--- config.mk ---
export PLATFORM = sky130hd
export DESIGN_NAME = sd_dat_rx_ctrl_flat
export DESIGN_NICKNAME = d
export VERILOG_FILES = /design/src/rtl/sd_pkg.sv /design/src/rtl/sd_dat_rx_ctrl_if.sv /design/src/rtl/sd_crc16.sv /design/src/rtl/sd_dat_rx_ctrl.sv /design/src/flat_wrapper.sv
export SDC_FILE = /design/constraint.sdc
export NUM_CORES = 1
export LEC_CHECK = 0
export BUFFER_PORTS_ARGS = -buffer_cell sky130_fd_sc_hd__buf_2
export CAP_MARGIN = 40
export CORE_MARGIN = 1
export CORE_UTILIZATION = 31
export CTS_CLUSTER_DIAMETER = 60
export DETAILED_ROUTE_END_ITERATION = 8
export GPL_ROUTABILITY_DRIVEN = 0
export PLACE_DENSITY_LB_ADDON = 0.25
export SYNTH_ARGS = -nofsm -noshare
export SYNTH_HDL_FRONTEND = slang
export SYNTH_SLANG_ARGS = --single-unit
--- constraint.sdc ---
create_clock -name clk -period 2.5 [get_ports clk]
set_input_delay 0.25 -clock clk [delete_from_list [all_inputs] [get_ports clk]]
set_output_delay 0.25 -clock clk [all_outputs]
set_load 0.02 [all_outputs]
--- src/rtl/sd_pkg.sv ---
`default_nettype none
// ============================================================================
// sd_pkg : shared state encoding and line constants for the SD DAT receive path
// Rev 1.0
// ============================================================================
package sd_pkg;

   typedef enum logic [2:0] {
      IDLE       = 3'd0,
      WAIT_START = 3'd1,
      DATA       = 3'd2,
      CRC        = 3'd3,
      END        = 3'd4
   } sd_rx_state_t;

   localparam logic [15:0] CRC16_POLY = 16'h1021;
   localparam logic [3:0]  START_NIB  = 4'h0;
   localparam logic [3:0]  END_NIB    = 4'hF;

   // One serial step of CRC16-CCITT, data bit entering at the MSB side
   function automatic logic [15:0] crc16_step(input logic [15:0] crc, input logic din);
      return {crc[14:0], 1'b0} ^ ((crc[15] ^ din) ? CRC16_POLY : 16'h0000);
   endfunction

endpackage
`default_nettype wire

--- src/rtl/sd_dat_rx_ctrl_if.sv ---
`default_nettype none
// ============================================================================
// sd_dat_rx_ctrl_if : word handshake between the DAT receiver and the RX FIFO
// Rev 1.0
// ============================================================================
interface sd_dat_rx_ctrl_if;

   logic [31:0] word_data;
   logic        word_valid;
   logic        word_ready;

   modport master (output word_data, output word_valid, input word_ready);
   modport slave  (input word_data, input word_valid, output word_ready);

endinterface
`default_nettype wire

--- src/rtl/sd_crc16.sv ---
`default_nettype none
// ============================================================================
// sd_crc16 : serial CRC16-CCITT accumulator for one DAT line (init 0)
// Rev 1.0
// ============================================================================
module sd_crc16
   import sd_pkg::*;
(
   input  wire logic        clk,
   input  wire logic        reset,
   input  wire logic        i_clr,
   input  wire logic        i_en,
   input  wire logic        i_bit,
   output logic [15:0]      o_crc
);

   logic [15:0] r_crc;

   always_ff @(posedge clk) begin
      if (!reset || i_clr) begin
         r_crc <= 16'h0000;
      end else if (i_en) begin
         r_crc <= crc16_step(r_crc, i_bit);
      end
   end

   assign o_crc = r_crc;

endmodule
`default_nettype wire

--- src/rtl/sd_dat_rx_ctrl.sv ---
`default_nettype none
// ============================================================================
// sd_dat_rx_ctrl : SD 4-bit DAT receive sequencer (start bit, words, CRC16, end bit)
// Rev 1.0
// ============================================================================
module sd_dat_rx_ctrl
   import sd_pkg::*;
#(
   parameter int BLK_W     = 9,
   parameter int TIMEOUT_W = 16
) (
   input  wire logic                 clk,
   input  wire logic                 reset,
   input  wire logic                 i_start,
   input  wire logic [BLK_W-1:0]     i_blk_words,
   input  wire logic [TIMEOUT_W-1:0] i_timeout,
   input  wire logic [3:0]           i_dat_in,
   sd_dat_rx_ctrl_if.master          word_if,
   output logic                      o_busy,
   output logic                      o_done,
   output logic                      o_crc_err,
   output logic                      o_timeout_err,
   output logic                      o_overrun_err
);

   sd_rx_state_t         r_state;
   sd_rx_state_t         w_next_state;

   logic [BLK_W-1:0]     r_blk;
   logic [TIMEOUT_W-1:0] r_timeout;
   logic [TIMEOUT_W-1:0] r_wait_cnt;
   logic [2:0]           r_nib_cnt;
   logic [BLK_W:0]       r_word_cnt;
   logic [3:0]           r_crc_cnt;
   logic [27:0]          r_shift;
   logic [31:0]          r_word_data;
   logic                 r_word_valid;
   logic                 r_done;
   logic                 r_crc_err;
   logic                 r_timeout_err;
   logic                 r_overrun_err;

   logic                 w_start_acc;
   logic                 w_start_bit;
   logic [TIMEOUT_W-1:0] w_wait_next;
   logic                 w_timed_out;
   logic [BLK_W:0]       w_blk_total;
   logic [BLK_W:0]       w_word_next;
   logic                 w_word_done;
   logic                 w_last_word;
   logic                 w_crc_en;
   logic [15:0]          w_crc [4];
   logic [3:0]           w_crc_exp;
   logic                 w_crc_mis;

   assign w_start_acc = (r_state == IDLE) && i_start;
   assign w_start_bit = (i_dat_in == START_NIB);
   assign w_wait_next = r_wait_cnt + 1'b1;
   assign w_timed_out = (r_timeout != '0) && (w_wait_next == r_timeout);
   // A latched length of zero stands for the full 2**BLK_W words
   assign w_blk_total = {(r_blk == '0), r_blk};
   assign w_word_next = r_word_cnt + 1'b1;
   assign w_word_done = (r_state == DATA) && (r_nib_cnt == 3'd7);
   assign w_last_word = w_word_done && (w_word_next == w_blk_total);
   assign w_crc_en    = (r_state == DATA);

   for (genvar gi = 0; gi < 4; gi++) begin : g_crc
      sd_crc16 u_crc16 (
         .clk   (clk),
         .reset (reset),
         .i_clr (w_start_acc),
         .i_en  (w_crc_en),
         .i_bit (i_dat_in[gi]),
         .o_crc (w_crc[gi])
      );
      // Received CRC arrives MSB-first, so compare bit 15 on the first CRC cycle
      assign w_crc_exp[gi] = w_crc[gi][~r_crc_cnt];
   end

   assign w_crc_mis = |(w_crc_exp ^ i_dat_in);

   always_ff @(posedge clk) begin
      if (!reset) begin
         r_state <= IDLE;
      end else begin
         r_state <= w_next_state;
      end
   end

   always_comb begin
      w_next_state = r_state;
      case (r_state)
         IDLE:       if (i_start) w_next_state = WAIT_START;
         WAIT_START: begin
            if (w_start_bit)      w_next_state = DATA;
            else if (w_timed_out) w_next_state = IDLE;
         end
         DATA:       if (w_last_word) w_next_state = CRC;
         CRC:        if (r_crc_cnt == 4'd15) w_next_state = END;
         END:        w_next_state = IDLE;
         default:    w_next_state = IDLE;
      endcase
   end

   always_ff @(posedge clk) begin
      if (!reset) begin
         r_blk         <= '0;
         r_timeout     <= '0;
         r_wait_cnt    <= '0;
         r_nib_cnt     <= '0;
         r_word_cnt    <= '0;
         r_crc_cnt     <= '0;
         r_shift       <= '0;
         r_word_data   <= '0;
         r_word_valid  <= 1'b0;
         r_done        <= 1'b0;
         r_crc_err     <= 1'b0;
         r_timeout_err <= 1'b0;
         r_overrun_err <= 1'b0;
      end else begin
         r_done <= 1'b0;
         if (word_if.word_ready) r_word_valid <= 1'b0;
         case (r_state)
            IDLE: begin
               if (i_start) begin
                  r_blk         <= i_blk_words;
                  r_timeout     <= i_timeout;
                  r_wait_cnt    <= '0;
                  r_crc_err     <= 1'b0;
                  r_timeout_err <= 1'b0;
                  r_overrun_err <= 1'b0;
               end
            end
            WAIT_START: begin
               r_wait_cnt <= w_wait_next;
               r_nib_cnt  <= '0;
               r_word_cnt <= '0;
               if (!w_start_bit && w_timed_out) begin
                  r_timeout_err <= 1'b1;
                  r_done        <= 1'b1;
               end
            end
            DATA: begin
               r_shift   <= {r_shift[23:0], i_dat_in};
               r_nib_cnt <= r_nib_cnt + 3'd1;
               r_crc_cnt <= '0;
               if (w_word_done) begin
                  r_word_cnt <= w_word_next;
                  // A word still held by the FIFO side wins; the new one is lost
                  if (!r_word_valid || word_if.word_ready) begin
                     r_word_data  <= {r_shift, i_dat_in};
                     r_word_valid <= 1'b1;
                  end else begin
                     r_overrun_err <= 1'b1;
                  end
               end
            end
            CRC: begin
               r_crc_cnt <= r_crc_cnt + 4'd1;
               if (w_crc_mis) r_crc_err <= 1'b1;
            end
            END: begin
               if (i_dat_in != END_NIB) r_crc_err <= 1'b1;
               r_done <= 1'b1;
            end
            default: ;
         endcase
      end
   end

   assign word_if.word_data  = r_word_data;
   assign word_if.word_valid = r_word_valid;
   assign o_busy             = (r_state != IDLE);
   assign o_done             = r_done;
   assign o_crc_err          = r_crc_err;
   assign o_timeout_err      = r_timeout_err;
   assign o_overrun_err      = r_overrun_err;

endmodule
`default_nettype wire
--- src/flat_wrapper.sv ---
// flat-port wrapper written by rule: the top's interface ports become plain ports
module sd_dat_rx_ctrl_flat import sd_pkg::*;
#(
   parameter int BLK_W     = 9,
   parameter int TIMEOUT_W = 16
)
  (clk, reset, i_start, i_blk_words, i_timeout, i_dat_in, o_busy, o_done, o_crc_err, o_timeout_err, o_overrun_err, word_if_word_data, word_if_word_valid, word_if_word_ready);
  sd_dat_rx_ctrl_if word_if_i ();
  input  wire logic clk;
  input  wire logic reset;
  input  wire logic i_start;
  input  wire logic [BLK_W-1:0] i_blk_words;
  input  wire logic [TIMEOUT_W-1:0] i_timeout;
  input  wire logic [3:0] i_dat_in;
  output logic o_busy;
  output logic o_done;
  output logic o_crc_err;
  output logic o_timeout_err;
  output logic o_overrun_err;
  output wire logic [$bits(word_if_i.word_data)-1:0] word_if_word_data;
  output wire logic [$bits(word_if_i.word_valid)-1:0] word_if_word_valid;
  input wire logic [$bits(word_if_i.word_ready)-1:0] word_if_word_ready;
  assign word_if_word_data = word_if_i.word_data;
  assign word_if_word_valid = word_if_i.word_valid;
  assign word_if_i.word_ready = word_if_word_ready;
  sd_dat_rx_ctrl #(.BLK_W(BLK_W), .TIMEOUT_W(TIMEOUT_W)) u_core (.clk(clk), .reset(reset), .i_start(i_start), .i_blk_words(i_blk_words), .i_timeout(i_timeout), .i_dat_in(i_dat_in), .word_if(word_if_i), .o_busy(o_busy), .o_done(o_done), .o_crc_err(o_crc_err), .o_timeout_err(o_timeout_err), .o_overrun_err(o_overrun_err));
endmodule
# After elaboration in Yosys (flattened, before gate mapping)
# Index checks and enable logic that the tools add are counted.
dict set report op_classes {
  add_sub_neg 4
  n_lt_le_gt_ge 1
  n_eq_ne 18
  mux 39
  n_bitwise 10
  n_reduce_logical 29
}
# cell n
set ops {}
lappend ops {{$xor 16x13->16} 4}
lappend ops {{$mux 13} 4}
lappend ops {{$pmux 16 s2} 1}
lappend ops {{$pmux 10 s2} 1}
lappend ops {{$add 16x1->16 const B} 1}
lappend ops {{$bmux 1 s4} 4}
lappend ops {{$eq 16x16->1} 1}
lappend ops {{$mux 16} 1}
lappend ops {{$reduce_bool 16->1} 1}
lappend ops {{$mux 1} 15}
lappend ops {{$mux 3} 5}
lappend ops {{$ne 2x1->1 const B} 6}
lappend ops {{$pmux 3 s4} 1}
lappend ops {{$reduce_and 4->1} 3}
lappend ops {{$add 10x1->10 const B} 1}
lappend ops {{$eq 10x10->1} 1}
lappend ops {{$mux 10} 1}
lappend ops {{$logic_not 9->1} 1}
lappend ops {{$pmux 4 s2} 1}
lappend ops {{$reduce_bool 2->1} 4}
lappend ops {{$eq 3x2->1 const B} 2}
lappend ops {{$eq 3x3->1 const B} 2}
lappend ops {{$pmux 1 s2} 3}
lappend ops {{$pmux 3 s2} 1}
lappend ops {{other kinds (21)} 36}
dict set report totals {
  regBits 190
  in_bits 33
  out_inout_bits 38
  word_cells 119
}

# Longest topological paths before layout
# Gate-level depths: netlist of run 1.
dict set report logic_depth {
  depth_word 7
  depth_mapped 8
  depth_no_buf 7
}

# Cells and area by module
# From an unflattened synthesis of run 1, not the netlist that was laid out.
dict set report unflattened {
  cells_unflattened 1020
  hier_area_um2 8862.2
}
# mod instances cells_per_inst area_each_um2 seq_area_each_um2
set modules_own_cells {}
lappend modules_own_cells {sd_dat_rx_ctrl 1 780 6334.8 2522.4}
lappend modules_own_cells {sd_crc16 4 60 631.9 320.3}

# Worst setup path before layout of run 1
# No wires, ideal clock.
dict set report synth_timing {
  path_type {register -> register}
  from {reg u_core.r_wait_cnt[0]}
  to {reg u_core.r_state[0]}
  setup_time_ps 127
  arrival_time_ps 1926
  t_required_ps 2373
  slack_ps 447
  path_stages_with_launch 9
  n_path_buf 1
  period_less_slack_ps 2053
  path_cell_list {dfxtp_1 ha_1 buf_2 and3_1 nand3_1 a211o_1 a221oi_2 o2111ai_1 o2bb2ai_1}
}
dict set report synth_via {
  elab_chain_cells 5
}
# element line
set synth_lines {}
lappend synth_lines {{start: declaration} sd_dat_rx_ctrl.sv:31} ;# logic [TIMEOUT_W-1:0] r_wait_cnt;
lappend synth_lines {{start signal: assignment} sd_dat_rx_ctrl.sv:135} ;# r_wait_cnt <= w_wait_next;
lappend synth_lines {{$add 16x1->16} sd_dat_rx_ctrl.sv:58} ;# assign w_wait_next = r_wait_cnt + 1'b1;
lappend synth_lines {{$eq 16x16->1} sd_dat_rx_ctrl.sv:59} ;# assign w_timed_out = (r_timeout != '0) && (w_wait_next == r_timeout);
lappend synth_lines {{$logic_and 1x1->1} sd_dat_rx_ctrl.sv:59}
lappend synth_lines {{$ne 3x1->1 (no source line)} --}
lappend synth_lines {{$reduce_and 4->1 (no source line)} --}
lappend synth_lines {{end signal: assignment} sd_dat_rx_ctrl.sv:86} ;# r_state <= w_next_state;
lappend synth_lines {{end: declaration} sd_dat_rx_ctrl.sv:26} ;# sd_rx_state_t r_state;
# No other way between the ends.
# A chain may end at the register's enable or synchronous reset.

# Final worst setup path of run 1
# Same ends and word-level chain as after synthesis.

==> metrics, run 1 <==
antenna cell count 0; most common cell after layout, fill and taps aside nand2_1; htree depth 4; Die W 168 um; largest family of logic cells by synthesized area simple AND/OR/NAND/NOR gates; cell area after layout 9900 um^2; Synth Area in XOR/XNOR 5.43%; most frequent cells in the layout nand2_1, dfxtp_1, a21oi_1; initial antenna violation count 0; period utilization 91.3%; min-delay worst type input port to flop; Post-DP Area 9260 um^2; Multi-input gate area 4430 um^2; worst skew pair latency 440 ps; simple-gate share of the synthesized area 24.9%; Crit Path Max Fanout 8; vias in the first global route 6698; setup bufs post-CTS 0; clk_skew 11.1 ps; RSZ-0062 raised after global routing no; CTS tree built; Pre-antenna DRT Iters 4; post-DP HPWL 13300 um; global-route wire length before repair 33800 um; sequential cell area 3800 um^2; Final #Nets 1141; Peak VDD IR 493 uV; drt total wl 20200 um; Site Rows 60; Syn Nets 1110; area grow syn2layout 15.7%; Post-Syn Instances 1072; core box area 27000 um^2; syn avg cell area 7.98 um^2; DR WL/cell 13.9 um; Initial Utilization 31.6%; chip height 168 um; GRT overflow 0; Period minus WS final 2280 ps; filler instances 2818; Post-synth EDFFs 0; Slew @ Worst Pin 622 ps; I/O Buffers 70; complex-gate fraction of the synthesized area 15.1%; io pins 71; startpoint types flop; Tot GR Track Use 14.6%; asr flop ratio synth 0%; die area 28300 um^2; Max Cap Viol 0; CP arrival 2600 ps; Clock Pin Slew Worst Setup and Hold Paths 80 ps; max-slew violation count 0; Fmax 438 MHz; Leak 3.47 nW; endpoints failing setup 0; final hold vios 0; Sum Neg Setup Slack 0 ps; Ys Warns 0; status finished, final reports clean; CTS hold repair buffers 0; Yosys reg bits 190; largest net degree at the start of global routing 89; Post-Syn Area 8550 um^2; # DRC 0; multiplexer share of the synthesized area 5.21%; Synth Area in Adders 0.732%; Hold Worst Slack 45.7 ps; cell area power density 652 nW/um^2; Synth cell types 61; remaining antenna violation count 0; Via density 4.96; Clock Tree Root clkbuf_16; Worst slew margin 58.4%; Num Clock Sinks 190; Synth Flop Type dfxtp_1; number of buffers created by CTS 17; Crit path required time 2810 ps; Critical Path Sink Type flop; register area share after synthesis 44.5%; kind of critical path flop to flop; layout cell share with drive strength beyond 1 14.7%; DR vias 7226; CTS max path bufs 2; Initial DRC Count 516
==> kinds of logic after synthesis <==
family,after synthesis
multiplexers,22
AND/OR/NAND/NOR,478
flip-flops,190
AO/OA/AOI/OAI,236
adder cells (fa/ha/maj),5
XOR/XNOR,53
buffers and inverters,88
==> final cells by class <==
class	instances	area share, %
Clock buffer	17	4.30
Clock inverter	15	2.12
Inverter	6	0.240
Multi-Input combinational cell	794	44.7
Sequential cell	190	38.4
Tap cell	341	4.31
Timing Repair Buffer	94	5.87
==> Yosys cell counts (2+ instances only) <==
cell	number	share of area (%)
a211oi_1	3	0.26
a21oi_1	180	11
a221oi_1	2	0.20
a22oi_1	5	0.44
a311oi_1	4	0.41
a31oi_1	3	0.22
a41oi_1	2	0.20
and2_1	6	0.44
and3_1	5	0.37
and4_1	2	0.20
and4b_1	2	0.23
buf_1	6	0.26
buf_2	10	0.59
buf_4	3	0.26
clkbuf_1	63	2.8
dfxtp_1	190	44
ha_1	5	0.73
inv_1	5	0.22
mux2i_1	4	0.47
mux4_2	18	4.7
nand2_1	320	14
nand2b_1	2	0.15
nand3_1	24	1.4
nand3b_1	5	0.44
nand4_1	7	0.51
nor2_1	48	2.1
nor2b_1	3	0.22
nor3_1	16	0.94
nor3b_1	3	0.26
nor4_1	9	0.66
nor4_4	2	0.50
o2111ai_1	2	0.20
o21ai_0	22	1.3
o21ai_1	2	0.12
or3_1	12	0.88
xnor2_1	28	2.9
xor2_1	25	2.6
==> sequential cells by signal, summed over array words and instances, names as in the netlist, 4 cells and up <==
signal and count:
u_core.r_shift 28, u_core.word_if.word_data 32, u_core.r_wait_cnt 16, u_core.r_blk 9
u_core.r_word_cnt 10, u_core.r_timeout 16, u_core.r_crc_cnt 4, u_core.g_crc.u_crc16.o_crc 64
==> through the flow <==
step           power (mW)  util (%)  worst slack, ps  instances
2_1_floorplan        3.49         -              447       1072
3_3_place_gp         3.66      34.3              214       1425
3_5_place_dp         3.66      34.3              215       1425
4_1_cts              6.54      36.6              178       1457
5_1_grt              6.72      36.6             13.5       1457
6_report             6.45      36.6              216       1457
==> critical path, cell delays in order, from the launching register on <==
cell	delay (ps)
dfxtp_1	490
ha_2	320
and3_1	280
nand3_1	170
a211o_1	310
a221oi_2	300
o2111ai_1	150
o2bb2ai_1	140
==> path summary, 6_finish.rpt <==
| check | from | to | slack, ps | depth (start not counted) |
|---|---|---|---|---|
| min reg2reg | u_core.r_shift[27]$_SDFFE_PN0P_ | u_core.word_if.word_data[31]$_SDFFE_PN0P_ | 450 | 2 |
| max | u_core.r_wait_cnt[0]$_SDFFE_PN0P_ | u_core.r_state[0]$_SDFFE_PN0P_ | 220 | 7 |
| max reg2reg | u_core.r_wait_cnt[0]$_SDFFE_PN0P_ | u_core.r_state[0]$_SDFFE_PN0P_ | 220 | 7 |
| min | i_blk_words[2] | u_core.r_blk[2]$_SDFFE_PN0P_ | 50 | 3 |
==> layer usage <==
layer	wire length [um]	global-route usage (%)	share of wire [%]	vias to the layer above
met1	10100	19.9	50	3396
met2	9160	22.8	45	99
met5	0	0	0	-
met4	355	4.98	1.8	0
met3	569	2.96	2.8	20
li1	-	-	-	3711
==> where the power goes <==
group          leakage, nW  internal, mW  switching (mW)
clock                0.307          1.47            1.40
combinational         1.63         0.163           0.310
sequential            1.53          3.06          0.0490
total                 3.47          4.69            1.76
==> repair_timing <==
action | 4_1_cts | 5_1_grt
resized for setup | 0 | 1
endpoints found under the setup margin | 0 | 1
endpoints found under the hold margin | 0 | 0
Note: power is estimated with default switching activity, not from simulation.
==> inputs of run 2 (changes only) <==
ABC_AREA = 1   (was unset)
ABC_CLOCK_PERIOD_IN_PS = 2500   (was unset)
CORE_UTILIZATION = 30   (was 31)
==> run 2 against run 1 <==
  * Total power rose by 33%
  * Sequential share of layout area fell by 0.42 points
  * Sequential cell count did not move
  * Cell area rose by 1.1%
  * Area after synthesis rose by 1.1%
  * Combinational power rose to 4.3 times the previous value
==> metrics, run 2 <==
status finished, final reports clean; Leak 4.12 nW (+19%); synth cell count leaders nand2_1, dfxtp_1, nor2_1; Syn Nets 1298 (+17%); global-route wire length before repair 36500 um (+8.0%); DR WL/cell 13.1 um (-5.7%); FF-to-FF Start u_core.r_wait_cnt[0]$_SDFFE_PN0P_; Via density 4.69 (-5.5%); Post-DP Area 9380 um^2 (+1.3%); final core utilization 35.6% (-0.99 points); syn avg cell area 6.86 um^2 (-14%); Synth cell types 35 (-43%); Post-Syn Area 8650 um^2 (+1.1%); Slew @ Worst Pin 769 ps (+147 ps); Final #Nets 1339 (+17%); Largest register FFs 64 (unchanged); Crit path required time 2840 ps (+30 ps); Num Clock Sinks 190 (unchanged); worst hold endpoint u_core.r_blk[2]$_SDFFE_PN0P_; worst skew pair latency 450 ps (about the same); most used cell, CP nand3_1; Site Rows 61 (+1.7%); max-slew violation count 0 (unchanged); complex-gate fraction of the synthesized area 17.4% (+2.3 points); Critical Path Sink Type flop; CTS tree built; largest net degree at the start of global routing 71 (-20%); vias in the first global route 7270 (+8.5%); clk_skew 16.6 ps (+5.47 ps); kind of critical path flop to flop; layout cell share with drive strength beyond 1 11.0% (-3.7 points); period utilization 87.3% (-4.1 points); largest family of logic cells by synthesized area simple AND/OR/NAND/NOR gates; Post-synth EDFFs 0 (unchanged); GRT overflow 0 (unchanged); number of buffers created by CTS 17 (unchanged); # DRC 0 (unchanged); min-delay worst type input port to flop; register area share after synthesis 44.0% (-0.49 points); CP peak stage delay 430 ps (-60 ps); asr flop ratio synth 0% (unchanged); Clock Pin Slew Worst Setup and Hold Paths 90 ps (about the same); startpoint types flop; drt total wl 22100 um (+9.5%); io pins 71 (unchanged); CP arrival 2520 ps (-80 ps); setup bufs post-CTS 0 (unchanged); final hold vios 0 (unchanged); post-DP HPWL 14900 um (+12%); Ys Warns 0 (unchanged); htree depth 4 (unchanged); Synth Area in Adders 0.723% (-0.0080 points); Die W 172 um (+2.2%); Sum Neg Setup Slack 0 ps (unchanged); Clock Tree Root clkbuf_16; Max Cap Viol 0 (unchanged); Post-Syn Instances 1260 (+18%); Peak VDD IR 531 uV (+7.7%); Yosys reg bits 190 (unchanged); CTS max path bufs 2 (unchanged); DR vias 7935 (+9.8%); post-cts resize count 0 (unchanged); core box area 28100 um^2 (+3.9%); Tot GR Track Use 15.5% (+0.94 points); count leader, synth nand2_1; cell area after layout 10000 um^2 (+1.1%); Worst Reg-to-Reg Cells 14 (+7); simple-gate share of the synthesized area 27.6% (+2.7 points); die area 29500 um^2 (+4.4%); Crit Path Max Fanout 7 (-1); I/O Buffers 70 (unchanged); remaining antenna violation count 0 (unchanged); PnR worst setup slack 318 ps (+101 ps); critical path's slowest cell dfxtp_1; chip height 172 um (+2.2%); Period minus WS final 2180 ps (-101 ps); Fmax 458 MHz (+4.6%); RSZ-0062 raised after global routing no; most frequent cells in the layout nand2_1, dfxtp_1, nor2_1; Non-Filler Instances 1693 (+16%); Hold Path Cell Cnt 3 (unchanged); Synth Area in XOR/XNOR 2.91% (-2.5 points); largest area contributor in the netlist dfxtp_1; cell area power density 857 nW/um^2 (+32%); Pre-antenna DRT Iters 5 (+1); Worst slew margin 48.3% (-10 points); crit path cell chain ha_1, nand2_2, nor2_4, nand3_1, nand3_1, nand3_1, nor2_1, nand2_1, nor2_2, nand2_2, nand2_2, nand3_1, nor2_1, nor2_1; Initial Utilization 30.8% (-0.86 points); multiplexer share of the synthesized area 0% (-5.2 points); Synth Flop Type dfxtp_1; CTS hold repair buffers 0 (unchanged); most common cell after layout, fill and taps aside nand2_1; area grow syn2layout 15.7% (about the same); pre-CTS WS 320 ps (+105 ps); endpoints failing setup 0 (unchanged); initial antenna violation count 1 (+1); Synth top area share 44.0% (-0.49 points); R2R Path End u_core.r_state[1]$_SDFFE_PN0P_; DP Cell Count 1660 (+16%); Hold Path Origin i_blk_words[2]; Initial DRC Count 578 (+12%); Reg2Reg Setup Slack 320 ps (+100 ps); Synth area leaders dfxtp_1, nand2_1, a21oi_1
run 2: layout make-up:
| type | count | area (um^2) |
|---|---|---|
| flip-flops and latches | 190 | 3800 |
| clock buffers | 17 | 425 |
| inverters | 99 | 372 |
| fillers | 3079 | 18100 |
| well taps | 378 | 473 |
| multi-input cells | 904 | 4220 |
| diodes | 1 | 2.50 |
| repair buffers | 89 | 518 |
| clock inverters | 15 | 196 |
run 2: worst max-delay path, delay by kind of cell, from the launching register on:
family | cells | cell delay, ps
and+or+nand+nor | 13 | 1420
DFF | 1 | 430
adders and majority gates | 1 | 240
run 2: power breakdown:
part	internal, mW	leakage, nW	switching [mW]	total [mW]
logic	0.641	2.28	1.40	2.04
registers	3.41	1.54	0.288	3.70
clock network	1.39	0.301	1.45	2.84
run 2: worst max-delay path by stage:
stage / from / slack (ps) / end
3_5_place_dp: u_core.r_wait_cnt[0]$_SDFFE_PN0P_ / 320 / u_core.r_state[1]$_SDFFE_PN0P_
3_3_place_gp: u_core.r_wait_cnt[0]$_SDFFE_PN0P_ / 430 / u_core.r_state[1]$_SDFFE_PN0P_
2_1_floorplan: u_core.r_word_cnt[0]$_SDFFE_PN0P_ / 620 / u_core.r_state[1]$_SDFFE_PN0P_
6_report: u_core.r_wait_cnt[0]$_SDFFE_PN0P_ / 320 / u_core.r_state[1]$_SDFFE_PN0P_
4_1_cts: u_core.r_wait_cnt[0]$_SDFFE_PN0P_ / 310 / u_core.r_state[1]$_SDFFE_PN0P_
5_1_grt: u_core.r_wait_cnt[0]$_SDFFE_PN0P_ / 50 / u_core.r_state[1]$_SDFFE_PN0P_
run 2: metrics by stage:
step / power (mW) / hold slack, ps
after CTS: 8.68 / 66.7
final: 8.58 / 84.3
after floorplan: 5.19 / 418
after global placement: 5.81 / 446
after detailed placement: 5.81 / 452
after global routing: 9.15 / 63.8
run 2: kinds of logic (layout without fill, tap and decap cells):
family | after synthesis | after routing
AND/OR/NAND/NOR | 583 | 583
AO/OA/AOI/OAI | 292 | 292
flip-flops | 190 | 190
buffers and inverters | 166 | 220
XOR/XNOR | 24 | 24
adder cells (fa/ha/maj) | 5 | 5
other | 0 | 1
run 2: per-layer routing:
metal | wire length, um | GRT usage, %
met5 | 0 | 0
met4 | 167 | 3.23
met3 | 910 | 3.98
met2 | 9920 | 24.6
met1 | 11100 | 21.1
==> inputs of run 3 (changes only) <==
ABC_AREA = unset   (was 1)
CTS_CLUSTER_DIAMETER = unset   (was 60)
==> run 3 against run 2 <==
  * Global-route usage fell by 1.1 points
  * Non-clock buffer count rose by 8
  * Maximum frequency fell by 3.5%
  * Final cell count fell by 12%
  * Die area fell by 1.1%
  * Clock power fell by 3%
  * Sequential cell count did not move
  * Register-to-register slack got worse by 80 ps
  * First-iteration DRC count fell by 16%
  * Sequential share of layout area rose by 0.29 points
  * Critical endpoint is now u_core.r_state[0]$_SDFFE_PN0P_
  * Largest cell class unchanged
  * Largest power group unchanged
  * Highest routed layer unchanged
==> metrics, run 3 (synthesis results as in run 1) <==
Pre-antenna DRT Iters 7 (+2); layout cell share with drive strength beyond 1 14.9% (+3.9 points); Sum Neg Setup Slack 0 ps (unchanged); final core utilization 35.6% (-0.074 points); Initial Utilization 30.6% (-0.17 points); CP arrival 2550 ps (+30 ps); # DRC 0 (unchanged); largest net degree at the start of global routing 93 (+31%); Hold Worst Slack 58.0 ps (-26.2 ps); Final #Nets 1144 (-15%); crit path cell chain ha_2, and3_1, nand3_1, a211o_1, a221oi_2, o2111ai_1, o2bb2ai_1; number of buffers created by CTS 17 (unchanged); Peak VDD IR 446 uV (-16%); startpoint types flop; die area 29200 um^2 (-1.1%); Worst slew margin 52.8% (+4.4 points); status finished, final reports clean; setup bufs post-CTS 0 (unchanged); Initial DRC Count 486 (-16%); Slew @ Worst Pin 706 ps (-62.8 ps); drt total wl 20400 um (-7.9%); io pins 71 (unchanged); vias in the first global route 6723 (-7.5%); chip height 171 um (-0.54%); initial antenna violation count 0 (-1); antenna cell count 0 (-1); max-slew violation count 0 (unchanged); Max Cap Viol 0 (unchanged); Site Rows 61 (unchanged); Via density 4.81 (+2.6%); core box area 27900 um^2 (-0.54%); pre-CTS WS 197 ps (-123 ps); Die W 171 um (-0.54%); critical path's slowest cell dfxtp_1; post-DP HPWL 13400 um (-9.8%); kind of critical path flop to flop; Crit Path Max Fanout 8 (+1); Num Clock Sinks 190 (unchanged); Clock Tree Root clkbuf_16; Design Power 6.34 mW (-26%); CP peak stage delay 460 ps (+30 ps); min-delay worst type input port to flop; Non-Filler Instances 1497 (-12%); Largest register FFs 64 (unchanged); I/O Buffers 70 (unchanged); Fmax 442 MHz (-3.5%); PnR worst setup slack 240 ps (-78.1 ps); period utilization 90.4% (+3.1 points); Critical Path Sink Type flop; Clock Pin Slew Worst Setup and Hold Paths 70 ps (-20 ps); final hold vios 0 (unchanged); DP Cell Count 1465 (-12%); Crit path required time 2790 ps (-50 ps); CTS hold repair buffers 0 (unchanged); global-route wire length before repair 34000 um (-6.9%); GRT overflow 0 (unchanged); cell area power density 639 nW/um^2 (-26%); most frequent cells in the layout nand2_1, dfxtp_1, a21oi_1; htree depth 4 (unchanged); remaining antenna violation count 0 (unchanged); Period minus WS final 2260 ps (+78.1 ps); DR vias 7202 (-9.2%); Post-DP Area 9320 um^2 (-0.71%); Leak 3.47 nW (-16%); cell area after layout 9930 um^2 (-0.75%); RSZ-0062 raised after global routing no; area grow syn2layout 16.1%; most common cell after layout, fill and taps aside nand2_1; Tot GR Track Use 14.4% (-1.1 points); CTS tree built; clk_skew 12.9 ps (-3.72 ps); CTS max path bufs 2 (unchanged); worst skew pair latency 430 ps (-20 ps); DR WL/cell 13.6 um (+4.2%); post-cts resize count 0 (unchanged); endpoints failing setup 0 (unchanged)
## run 3: cell types whose count changed in the layout (fill, tap and decap cells not counted), moves of 6 or more
cell,change
nor2_1,-133
o21ai_0,-111
inv_1,-89
a21oi_1,+43
nand3_1,-37
mux4_2,+18
xnor2_1,+17
nand2_1,+15
xor2_1,+15
or3_1,+12
nor3_1,+11
buf_4,+7
nor4_1,+7
o211ai_1,-6
## run 3: metal layers
layer / track usage (%) / vias to the layer above / share of wire [%]
met5: 0 / - / 0
met4: 4.77 / 0 / 1.4
met3: 2.24 / 22 / 2.2
met2: 23.2 / 77 / 46
met1: 19.5 / 3386 / 50
li1: - / 3717 / -
## run 3: power breakdown
part	leakage, nW	internal, mW	switching, mW	total (mW)
clock network	0.294	1.48	1.28	2.76
registers	1.53	3.06	0.0490	3.11
logic	1.64	0.160	0.310	0.470
total	3.47	4.70	1.64	6.34
## run 3: worst paths after layout
check             slack [ps]                                        end  cells past startpoint                                       from
setup reg to reg         240             u_core.r_state[0]$_SDFFE_PN0P_                      7          u_core.r_wait_cnt[0]$_SDFFE_PN0P_
setup / recovery         240             u_core.r_state[0]$_SDFFE_PN0P_                      7          u_core.r_wait_cnt[0]$_SDFFE_PN0P_
hold reg to reg          450  u_core.word_if.word_data[20]$_SDFFE_PN0P_                      2  u_core.word_if.word_data[20]$_SDFFE_PN0P_
hold / removal            60          u_core.r_timeout[15]$_SDFFE_PN0P_                      3                              i_timeout[15]
## run 3: critical path, delay by kind of cell (launching register included)
kind | cells | cell delay [ps]
AO/OA/AOI/OAI | 4 | 910
adder cells (fa/ha/maj) | 1 | 320
flip-flops | 1 | 460
AND/OR/NAND/NOR | 2 | 430
## run 3: cell type report
type                    count  area [um^2]
clock inverters            12          150
fillers                  2951        18000
clock buffers              20          457
flip-flops and latches    190         3800
multi-input cells         794         4430
inverters                   6         25.0
well taps                 378          473
repair buffers             97          591
